## config.mk

```make
export PLATFORM = sky130hd
export DESIGN_NAME = axi_4_lite_mst
export DESIGN_NICKNAME = d
export VERILOG_FILES = /design/src/rtl/axi_4_lite_mst.sv
export SDC_FILE = /design/constraint.sdc
export NUM_CORES = 1
export LEC_CHECK = 0
export BUFFER_PORTS_ARGS = -buffer_cell sky130_fd_sc_hd__clkbuf_2
export CORE_ASPECT_RATIO = 1.75
export CORE_UTILIZATION = 45
export DETAILED_ROUTE_END_ITERATION = 8
export PLACE_DENSITY = 0.8
export SYNTH_ARGS = -nofsm -noshare
export SYNTH_HDL_FRONTEND = slang
export SYNTH_SLANG_ARGS = --single-unit
```

## constraint.sdc

```tcl
create_clock -name M_AXI_ACLK -period 2 [get_ports M_AXI_ACLK]
set_clock_uncertainty 0.1 [all_clocks]
set_input_delay 0.4 -clock M_AXI_ACLK [delete_from_list [all_inputs] [get_ports M_AXI_ACLK]]
set_output_delay 0.4 -clock M_AXI_ACLK [all_outputs]
set_load 0.005 [all_outputs]
```

## src/rtl/axi_4_lite_mst.sv

```systemverilog
// AXI4-Lite single-outstanding master: turns a cmd/rsp handshake into one
// AXI4-Lite read or write at a time. All outputs come straight from flops.
module axi_4_lite_mst #(
    parameter int unsigned C_AXI_ADDR_WIDTH = 32,
    parameter int unsigned C_AXI_DATA_WIDTH = 32,
    parameter int unsigned C_TIMEOUT_CYCLES = 256
) (
    input  logic                          M_AXI_ACLK,
    input  logic                          M_AXI_ARESETN,
    // Command side
    input  logic                          cmd_valid,
    output logic                          cmd_ready,
    input  logic                          cmd_write,
    input  logic [C_AXI_ADDR_WIDTH-1:0]   cmd_addr,
    input  logic [C_AXI_DATA_WIDTH-1:0]   cmd_wdata,
    input  logic [C_AXI_DATA_WIDTH/8-1:0] cmd_wstrb,
    // Response side
    output logic                          rsp_valid,
    input  logic                          rsp_ready,
    output logic [C_AXI_DATA_WIDTH-1:0]   rsp_rdata,
    output logic [1:0]                    rsp_resp,
    output logic                          timeout,
    // Write address channel
    output logic                          M_AXI_AWVALID,
    input  logic                          M_AXI_AWREADY,
    output logic [C_AXI_ADDR_WIDTH-1:0]   M_AXI_AWADDR,
    output logic [2:0]                    M_AXI_AWPROT,
    // Write data channel
    output logic                          M_AXI_WVALID,
    input  logic                          M_AXI_WREADY,
    output logic [C_AXI_DATA_WIDTH-1:0]   M_AXI_WDATA,
    output logic [C_AXI_DATA_WIDTH/8-1:0] M_AXI_WSTRB,
    // Write response channel
    input  logic                          M_AXI_BVALID,
    output logic                          M_AXI_BREADY,
    input  logic [1:0]                    M_AXI_BRESP,
    // Read address channel
    output logic                          M_AXI_ARVALID,
    input  logic                          M_AXI_ARREADY,
    output logic [C_AXI_ADDR_WIDTH-1:0]   M_AXI_ARADDR,
    output logic [2:0]                    M_AXI_ARPROT,
    // Read data channel
    input  logic                          M_AXI_RVALID,
    output logic                          M_AXI_RREADY,
    input  logic [C_AXI_DATA_WIDTH-1:0]   M_AXI_RDATA,
    input  logic [1:0]                    M_AXI_RRESP
);

    localparam int unsigned StrbW = C_AXI_DATA_WIDTH / 8;
    localparam int unsigned CntW  = $clog2(C_TIMEOUT_CYCLES + 1);
    localparam logic [CntW-1:0] CntMax = CntW'(C_TIMEOUT_CYCLES);

    typedef enum logic [2:0] {
        StIdle,
        StWrite,
        StAr,
        StR,
        StRsp
    } state_e;

    state_e                state_q, state_d;
    logic                  cmd_ready_q, cmd_ready_d;
    logic                  awvalid_q, awvalid_d;
    logic                  wvalid_q, wvalid_d;
    logic                  bready_q, bready_d;
    logic                  arvalid_q, arvalid_d;
    logic                  rready_q, rready_d;
    logic                  aw_done_q, aw_done_d;
    logic                  w_done_q, w_done_d;
    logic [C_AXI_ADDR_WIDTH-1:0] addr_q, addr_d;
    logic [C_AXI_DATA_WIDTH-1:0] wdata_q, wdata_d;
    logic [StrbW-1:0]      wstrb_q, wstrb_d;
    logic                  rsp_valid_q, rsp_valid_d;
    logic [C_AXI_DATA_WIDTH-1:0] rsp_rdata_q, rsp_rdata_d;
    logic [1:0]            rsp_resp_q, rsp_resp_d;
    logic [CntW-1:0]       cnt_q, cnt_d;
    logic                  timeout_q, timeout_d;

    // Next-state and next-output logic for the transaction FSM
    always_comb begin
        state_d     = state_q;
        cmd_ready_d = cmd_ready_q;
        awvalid_d   = awvalid_q;
        wvalid_d    = wvalid_q;
        bready_d    = bready_q;
        arvalid_d   = arvalid_q;
        rready_d    = rready_q;
        aw_done_d   = aw_done_q;
        w_done_d    = w_done_q;
        addr_d      = addr_q;
        wdata_d     = wdata_q;
        wstrb_d     = wstrb_q;
        rsp_valid_d = rsp_valid_q;
        rsp_rdata_d = rsp_rdata_q;
        rsp_resp_d  = rsp_resp_q;
        cnt_d       = cnt_q;
        timeout_d   = timeout_q;

        // Saturating wait counter; the transaction itself is never abandoned
        if (state_q == StWrite || state_q == StAr || state_q == StR) begin
            cnt_d     = (cnt_q == CntMax) ? cnt_q : cnt_q + CntW'(1);
            timeout_d = timeout_q | (cnt_d == CntMax);
        end

        unique case (state_q)
            StIdle: begin
                if (cmd_valid && cmd_ready_q) begin
                    cmd_ready_d = 1'b0;
                    addr_d      = cmd_addr;
                    wdata_d     = cmd_wdata;
                    wstrb_d     = cmd_wstrb;
                    cnt_d       = '0;
                    if (cmd_write) begin
                        awvalid_d = 1'b1;
                        wvalid_d  = 1'b1;
                        bready_d  = 1'b1;
                        aw_done_d = 1'b0;
                        w_done_d  = 1'b0;
                        state_d   = StWrite;
                    end else begin
                        arvalid_d = 1'b1;
                        state_d   = StAr;
                    end
                end
            end
            StWrite: begin
                aw_done_d = aw_done_q | (awvalid_q & M_AXI_AWREADY);
                w_done_d  = w_done_q | (wvalid_q & M_AXI_WREADY);
                awvalid_d = ~aw_done_d;
                wvalid_d  = ~w_done_d;
                // An early B still ends the write; nothing is left pending
                if (M_AXI_BVALID && bready_q) begin
                    awvalid_d   = 1'b0;
                    wvalid_d    = 1'b0;
                    bready_d    = 1'b0;
                    rsp_resp_d  = M_AXI_BRESP;
                    rsp_rdata_d = '0;
                    rsp_valid_d = 1'b1;
                    state_d     = StRsp;
                end
            end
            StAr: begin
                if (arvalid_q && M_AXI_ARREADY) begin
                    arvalid_d = 1'b0;
                    rready_d  = 1'b1;
                    state_d   = StR;
                end
            end
            StR: begin
                if (M_AXI_RVALID && rready_q) begin
                    rready_d    = 1'b0;
                    rsp_rdata_d = M_AXI_RDATA;
                    rsp_resp_d  = M_AXI_RRESP;
                    rsp_valid_d = 1'b1;
                    state_d     = StRsp;
                end
            end
            StRsp: begin
                if (rsp_valid_q && rsp_ready) begin
                    rsp_valid_d = 1'b0;
                    cmd_ready_d = 1'b1;
                    state_d     = StIdle;
                end
            end
            default: begin
                state_d = StIdle;
            end
        endcase
    end

    // State and output registers with synchronous active-low reset
    always_ff @(posedge M_AXI_ACLK) begin
        if (!M_AXI_ARESETN) begin
            state_q     <= StIdle;
            cmd_ready_q <= 1'b1;
            awvalid_q   <= 1'b0;
            wvalid_q    <= 1'b0;
            bready_q    <= 1'b0;
            arvalid_q   <= 1'b0;
            rready_q    <= 1'b0;
            aw_done_q   <= 1'b0;
            w_done_q    <= 1'b0;
            addr_q      <= '0;
            wdata_q     <= '0;
            wstrb_q     <= '0;
            rsp_valid_q <= 1'b0;
            rsp_rdata_q <= '0;
            rsp_resp_q  <= 2'b00;
            cnt_q       <= '0;
            timeout_q   <= 1'b0;
        end else begin
            state_q     <= state_d;
            cmd_ready_q <= cmd_ready_d;
            awvalid_q   <= awvalid_d;
            wvalid_q    <= wvalid_d;
            bready_q    <= bready_d;
            arvalid_q   <= arvalid_d;
            rready_q    <= rready_d;
            aw_done_q   <= aw_done_d;
            w_done_q    <= w_done_d;
            addr_q      <= addr_d;
            wdata_q     <= wdata_d;
            wstrb_q     <= wstrb_d;
            rsp_valid_q <= rsp_valid_d;
            rsp_rdata_q <= rsp_rdata_d;
            rsp_resp_q  <= rsp_resp_d;
            cnt_q       <= cnt_d;
            timeout_q   <= timeout_d;
        end
    end

    assign cmd_ready     = cmd_ready_q;
    assign rsp_valid     = rsp_valid_q;
    assign rsp_rdata     = rsp_rdata_q;
    assign rsp_resp      = rsp_resp_q;
    assign timeout       = timeout_q;
    assign M_AXI_AWVALID = awvalid_q;
    assign M_AXI_AWADDR  = addr_q;
    assign M_AXI_AWPROT  = 3'b000;
    assign M_AXI_WVALID  = wvalid_q;
    assign M_AXI_WDATA   = wdata_q;
    assign M_AXI_WSTRB   = wstrb_q;
    assign M_AXI_BREADY  = bready_q;
    assign M_AXI_ARVALID = arvalid_q;
    assign M_AXI_ARADDR  = addr_q;
    assign M_AXI_ARPROT  = 3'b000;
    assign M_AXI_RREADY  = rready_q;

endmodule

```

## Word-level counts from Yosys, hierarchy flattened

Index checks and enable logic that the tools add are counted.
Widths: inputs -> output; s select.

| cells by class | value |
|---|---|
| add/sub/neg operators | 1 |
| eq/ne operators | 13 |
| muxes and demuxes | 43 |
| bitwise gates (word level) | 7 |
| reductions and logical operators | 23 |

Operator list:

| cell | number |
|---|---|
| $mux 32 | 2 |
| $pmux 32 s2 | 1 |
| $mux 9 | 4 |
| $eq 9x9->1 const B | 2 |
| $mux 1 | 17 |
| $pmux 1 s2 | 8 |
| $mux 3 | 5 |
| $pmux 3 s5 | 1 |
| $reduce_and 3->1 | 4 |
| $reduce_and 4->1 | 3 |
| $reduce_bool 2->1 | 5 |
| $add 9x1->9 const B | 1 |
| $ne 2x2->1 const B | 4 |
| $eq 3x2->1 const B | 2 |
| $mux 2 | 3 |
| $ne 2x1->1 const B | 3 |
| $logic_and 1x1->1 | 5 |
| $reduce_and 5->1 | 1 |
| $pmux 2 s2 | 1 |
| $eq 3x1->1 const B | 1 |
| $eq 3x3->1 const B | 1 |
| $logic_not 3->1 | 1 |
| $or 1x1->1 | 3 |
| $pmux 1 s3 | 1 |
| other kinds (5) | 8 |

| word-level totals | value |
|---|---|
| register bits after elaboration | 124 |
| bits of input ports | 114 |
| output and inout port bits | 148 |

## Logic depth before layout (Yosys ltp)

| logic depth | value |
|---|---|
| word-level depth | 6 |
| gate-level depth with buffers | 6 |
| depth with buffers taken out | 6 |

## Worst setup path after synthesis

Ideal clock, no wire load.

| timing | value |
|---|---|
| kind | register to register |
| from | reg cnt_q[0] |
| to | reg timeout_q, in the netlist timeout |
| library setup time | 84 ps |
| arrival time | 1,443 ps |
| required time | 1,816 ps |
| path slack | 373 ps |
| cell stages (with the launch flop) | 7 |
| period minus slack after synthesis | 1,627 ps |
| cells stage by stage | dfxtp_1 -> ha_1 -> buf_2 -> inv_1 -> a2111oi_4 -> nand4_1 -> o31ai_2 |

| on the way | value |
|---|---|
| word-level cells in the longest chain between the ends | 4 |
| elaborated cells on any way between the ends | 5 |

Ends and longest elaborated chain:

| item | line | RTL |
|---|---|---|
| start, declared | 76 | `logic [CntW-1:0] cnt_q, cnt_d;` |
| start signal, assigned | 207 | `cnt_q <= cnt_d;` |
| $add 9x1->9 / $eq 9x9->1 (equally long branches) | 101 | `cnt_d = (cnt_q == CntMax) ? cnt_q : cnt_q + CntW'(1);` |
| $mux 9 (*) | 101 |  |
| $eq 9x9->1 (*) | 102 | `timeout_d = timeout_q \| (cnt_d == CntMax);` |
| $or 1x1->1 (*) | 102 |  |
| end signal, assigned | 208 | `timeout_q <= timeout_d;` |
| end, declared | 77 | `logic timeout_q, timeout_d;` |

Mark *: on every way between the ends. The rest lies on a longest branch, timed or not.
A chain may end at the register's enable or synchronous reset.

## Worst setup path in the final report

| timing | value |
|---|---|
| from | reg state_q[1] |
| to | reg cnt_q[8] |

| on the way | value |
|---|---|
| word-level cells in the longest chain between the ends | 6 |
| elaborated cells on any way between the ends | 9 |

Ends and longest elaborated chain:

| item | line | RTL |
|---|---|---|
| start, declared | 61 | `state_e state_q, state_d;` |
| start signal, assigned | 174 | `state_q <= StIdle;` |
| start signal, assigned | 192 | `state_q <= state_d;` |
| $eq 3x1->1 / $eq 3x2->1 (equally long branches) | 100 | `if (state_q == StWrite \|\| state_q == StAr \|\| state_q == StR) begin` |
| $logic_or 1x1->1 (2 in a row) | 100 |  |
| $mux 9 | 100 |  |
| $mux 9 | 107 | `if (cmd_valid && cmd_ready_q) begin` |
| $mux 9 (*) | 105 | `unique case (state_q)` |

Marks and branches as above.

==> out/metrics.yaml <==
cts_setup_buffers: 0
synth-edff-count: 0
grtUsageTotal: 0.2233
die_w_um: 82
cp-end-kind: "flip-flop"
crit_slowest_cell: "dfxtp_1"
clock_sinks: 124
worst_pin_slew_ns: 0.5193
crit_path_end: "cnt_q[8]"
cts_resized: 0
dr.pass1.iters: 5
antenna_found_initial: 0
cts_tree: "built"
cts_buffers: 17
hold_path_class: "input pin to flip-flop"
dr.first_iter.drc_count: 207
timing.fmax_mhz: 554.1
hold_path_depth: 3
final_cell_mix: "clkbuf_2, nand2_1, dfxtp_1, a21oi_1, nor2_1"
gp_congestion: 0.9013
dpl.hpwl_um: 9384
clkSlewWorstSetupHoldPaths_ns: 0.06
hold_viol_final: 0
num_rows: 50
synth_warnings: 0
gr-total-overflow: 0
first_global_vias: 4281
start_kind: "flip-flop"
syn_inst: 602
synthArstFlopShare: 0
synth_sequential_area_ratio: 0.4926
ff2ff_path_depth: 5
power_density_nw_per_um2: 1033
status: "complete, no violations"
crit_chain: "buf_4 > o21ba_4 > nand3_1 > or3_1 > a21oi_1"
slew_headroom: 0.6533
preCtsSetupSlack_ns: 0.2226
slew_violations: 0
area_growth_pct: 35.18
die_area_um2: 11640
r2r_setup_slack_ns: 0.20
drive_gt1_frac: 0.3753
max_stage_delay_ns: 0.64
grt_pass1_wl_um: 19850
power.leakage_nw: 3.117
clockRootBuffer: "clkbuf_16"
dpl-instance-area_um2: 6156
cp.buffers_inverters: 1
worst_slack_ns: 0.1952
wl_um: 13160
syn_area_per_cell_um2: 8.372
ys.flop_type: "dfxtp_1"
drc: 0
cp_max_fo: 12
via_count: 4823
num_antenna_cells: 0
clkLatencyLatePin_ns: 0.40
setup_violations: 0
ant_nets: 0
r2r_start: "state_q[1]"
maxCapViolations: 0
core_um2: 10820
stdcell_area_um2: 6813
port_buffers: 255
critPathRequiredTime_ns: 2.22
htree_levels: 4
ys_ff_latch: 124
dieHeight_um: 142.0
vias_per_cell: 5.045
path_depth: 5
total_power_mw: 7.034
wire_per_inst_um: 13.77
cts.path.max_buffers: 2
netlist_area_um2: 5040
fin_setup_tns_ns: 0
postCtsHoldBufs: 0
r2r_end: "cnt_q[8]"
fin_nets: 929
fin_crit_ns: 1.805
worstSetupStartpoint: "state_q[1]"
initial_core_util: 0.4657
synth_cell_types: 50
worstSetupPathType: "flip-flop to flip-flop"
rsz0062_at_grt: "false"
grt_start_max_net_pins: 110
fin_crit_sh: 0.9024
final_common_cell: "clkbuf_2"
crit_arrival_ns: 2.03
vdd_drop_max_mv: 0.7103
ioPinCount: 262
crit_family: "flip-flops"
[worst register-to-register path, cell delays in order (launching register included)]
cell and delay (ns):
dfxtp_1 0.64, buf_4 0.24, o21ba_4 0.18, nand3_1 0.10
or3_1 0.31, a21oi_1 0.16
[metal layers]
layer / vias up / routed length, um / global-route usage / part of all wire
met2: 210 / 7025 / 0.3950 / 0.53
met3: 32 / 967 / 0.05897 / 0.073
li1: 2417 / - / - / -
met4: 0 / 391 / 0.1117 / 0.030
met1: 2164 / 4780 / 0.2353 / 0.36
met5: - / 0 / 0 / 0
[cell families (layout without fill, tap and decap cells)]
logic type	Yosys count	in the layout	synth area share
buf+inv	84	303	0.1013
simple gates	238	238	0.2058
fa+ha+maj	2	2	0.004964
other cells	1	6	0.0007441
xor+xnor	7	7	0.01217
mux	2	2	0.003972
compound gates	144	144	0.1785
flops	124	124	0.4926
[synthesized netlist by cell type, drive strengths merged (3+ instances only)]
cell type | instances | area (um2)
buf | 65 | 439.2
dfxtp | 124 | 2482
nor3 | 7 | 45.04
nand2b | 3 | 18.77
a31oi | 7 | 43.79
inv | 6 | 22.52
nand3b | 3 | 35.03
nor2 | 48 | 187.7
a21oi | 83 | 415.4
nand2 | 150 | 565.6
xor2 | 5 | 43.79
a22oi | 32 | 240.2
clkbuf | 13 | 48.80
a211oi | 4 | 30.03
or3 | 3 | 18.77
nand4 | 4 | 25.02
nand3 | 9 | 45.04
o21ai | 5 | 25.02
[state kept, by name, summed over array words and instances (netlist names), 2 cells and up]
register	count
M_AXI_ARADDR	32
state_q	3
M_AXI_WSTRB	4
rsp_resp	2
cnt_q	9
M_AXI_WDATA	32
rsp_rdata	32
[worst min-delay path by stage]
stage | slack (ns) | start | end
2_1_floorplan | 0.34 | aw_done_q | aw_done_q
3_5_place_dp | 0.35 | M_AXI_WDATA[7] | M_AXI_WDATA[7]
5_1_grt | 0.11 | cmd_addr[22] | M_AXI_ARADDR[22]
3_3_place_gp | 0.34 | M_AXI_WDATA[30] | M_AXI_WDATA[30]
4_1_cts | 0.10 | cmd_addr[14] | M_AXI_ARADDR[14]
6_report | 0.12 | cmd_wdata[3] | M_AXI_WDATA[3]
[report_power, final]
group | switching (mW) | total, mW | leakage [nW] | internal, mW
clock | 1.11 | 3.36 | 0.314 | 2.25
sequential | 0.125 | 2.75 | 1.01 | 2.62
combinational | 0.513 | 0.923 | 1.80 | 0.410
total | 1.75 | 7.03 | 3.12 | 5.29
[layout make-up]
type,count,area (um2)
Fill cell,973,4010
Sequential cell,124,2482
Multi-Input combinational cell,399,2073
Timing Repair Buffer,265,1414
Clock buffer,19,442.9
Clock inverter,13,214.0
Tap cell,130,162.7
Inverter,6,23.77
[metrics by stage]
step                hold WS [ns]  std cells  utilization
floorplan                 0.3376        607            -
global placement          0.3409        924       0.5688
detailed placement        0.3462        924       0.5688
CTS                       0.1015        956       0.6295
global route              0.1102        956       0.6295
finish                    0.1168        956       0.6295
Power figures use the tool's default switching activity.
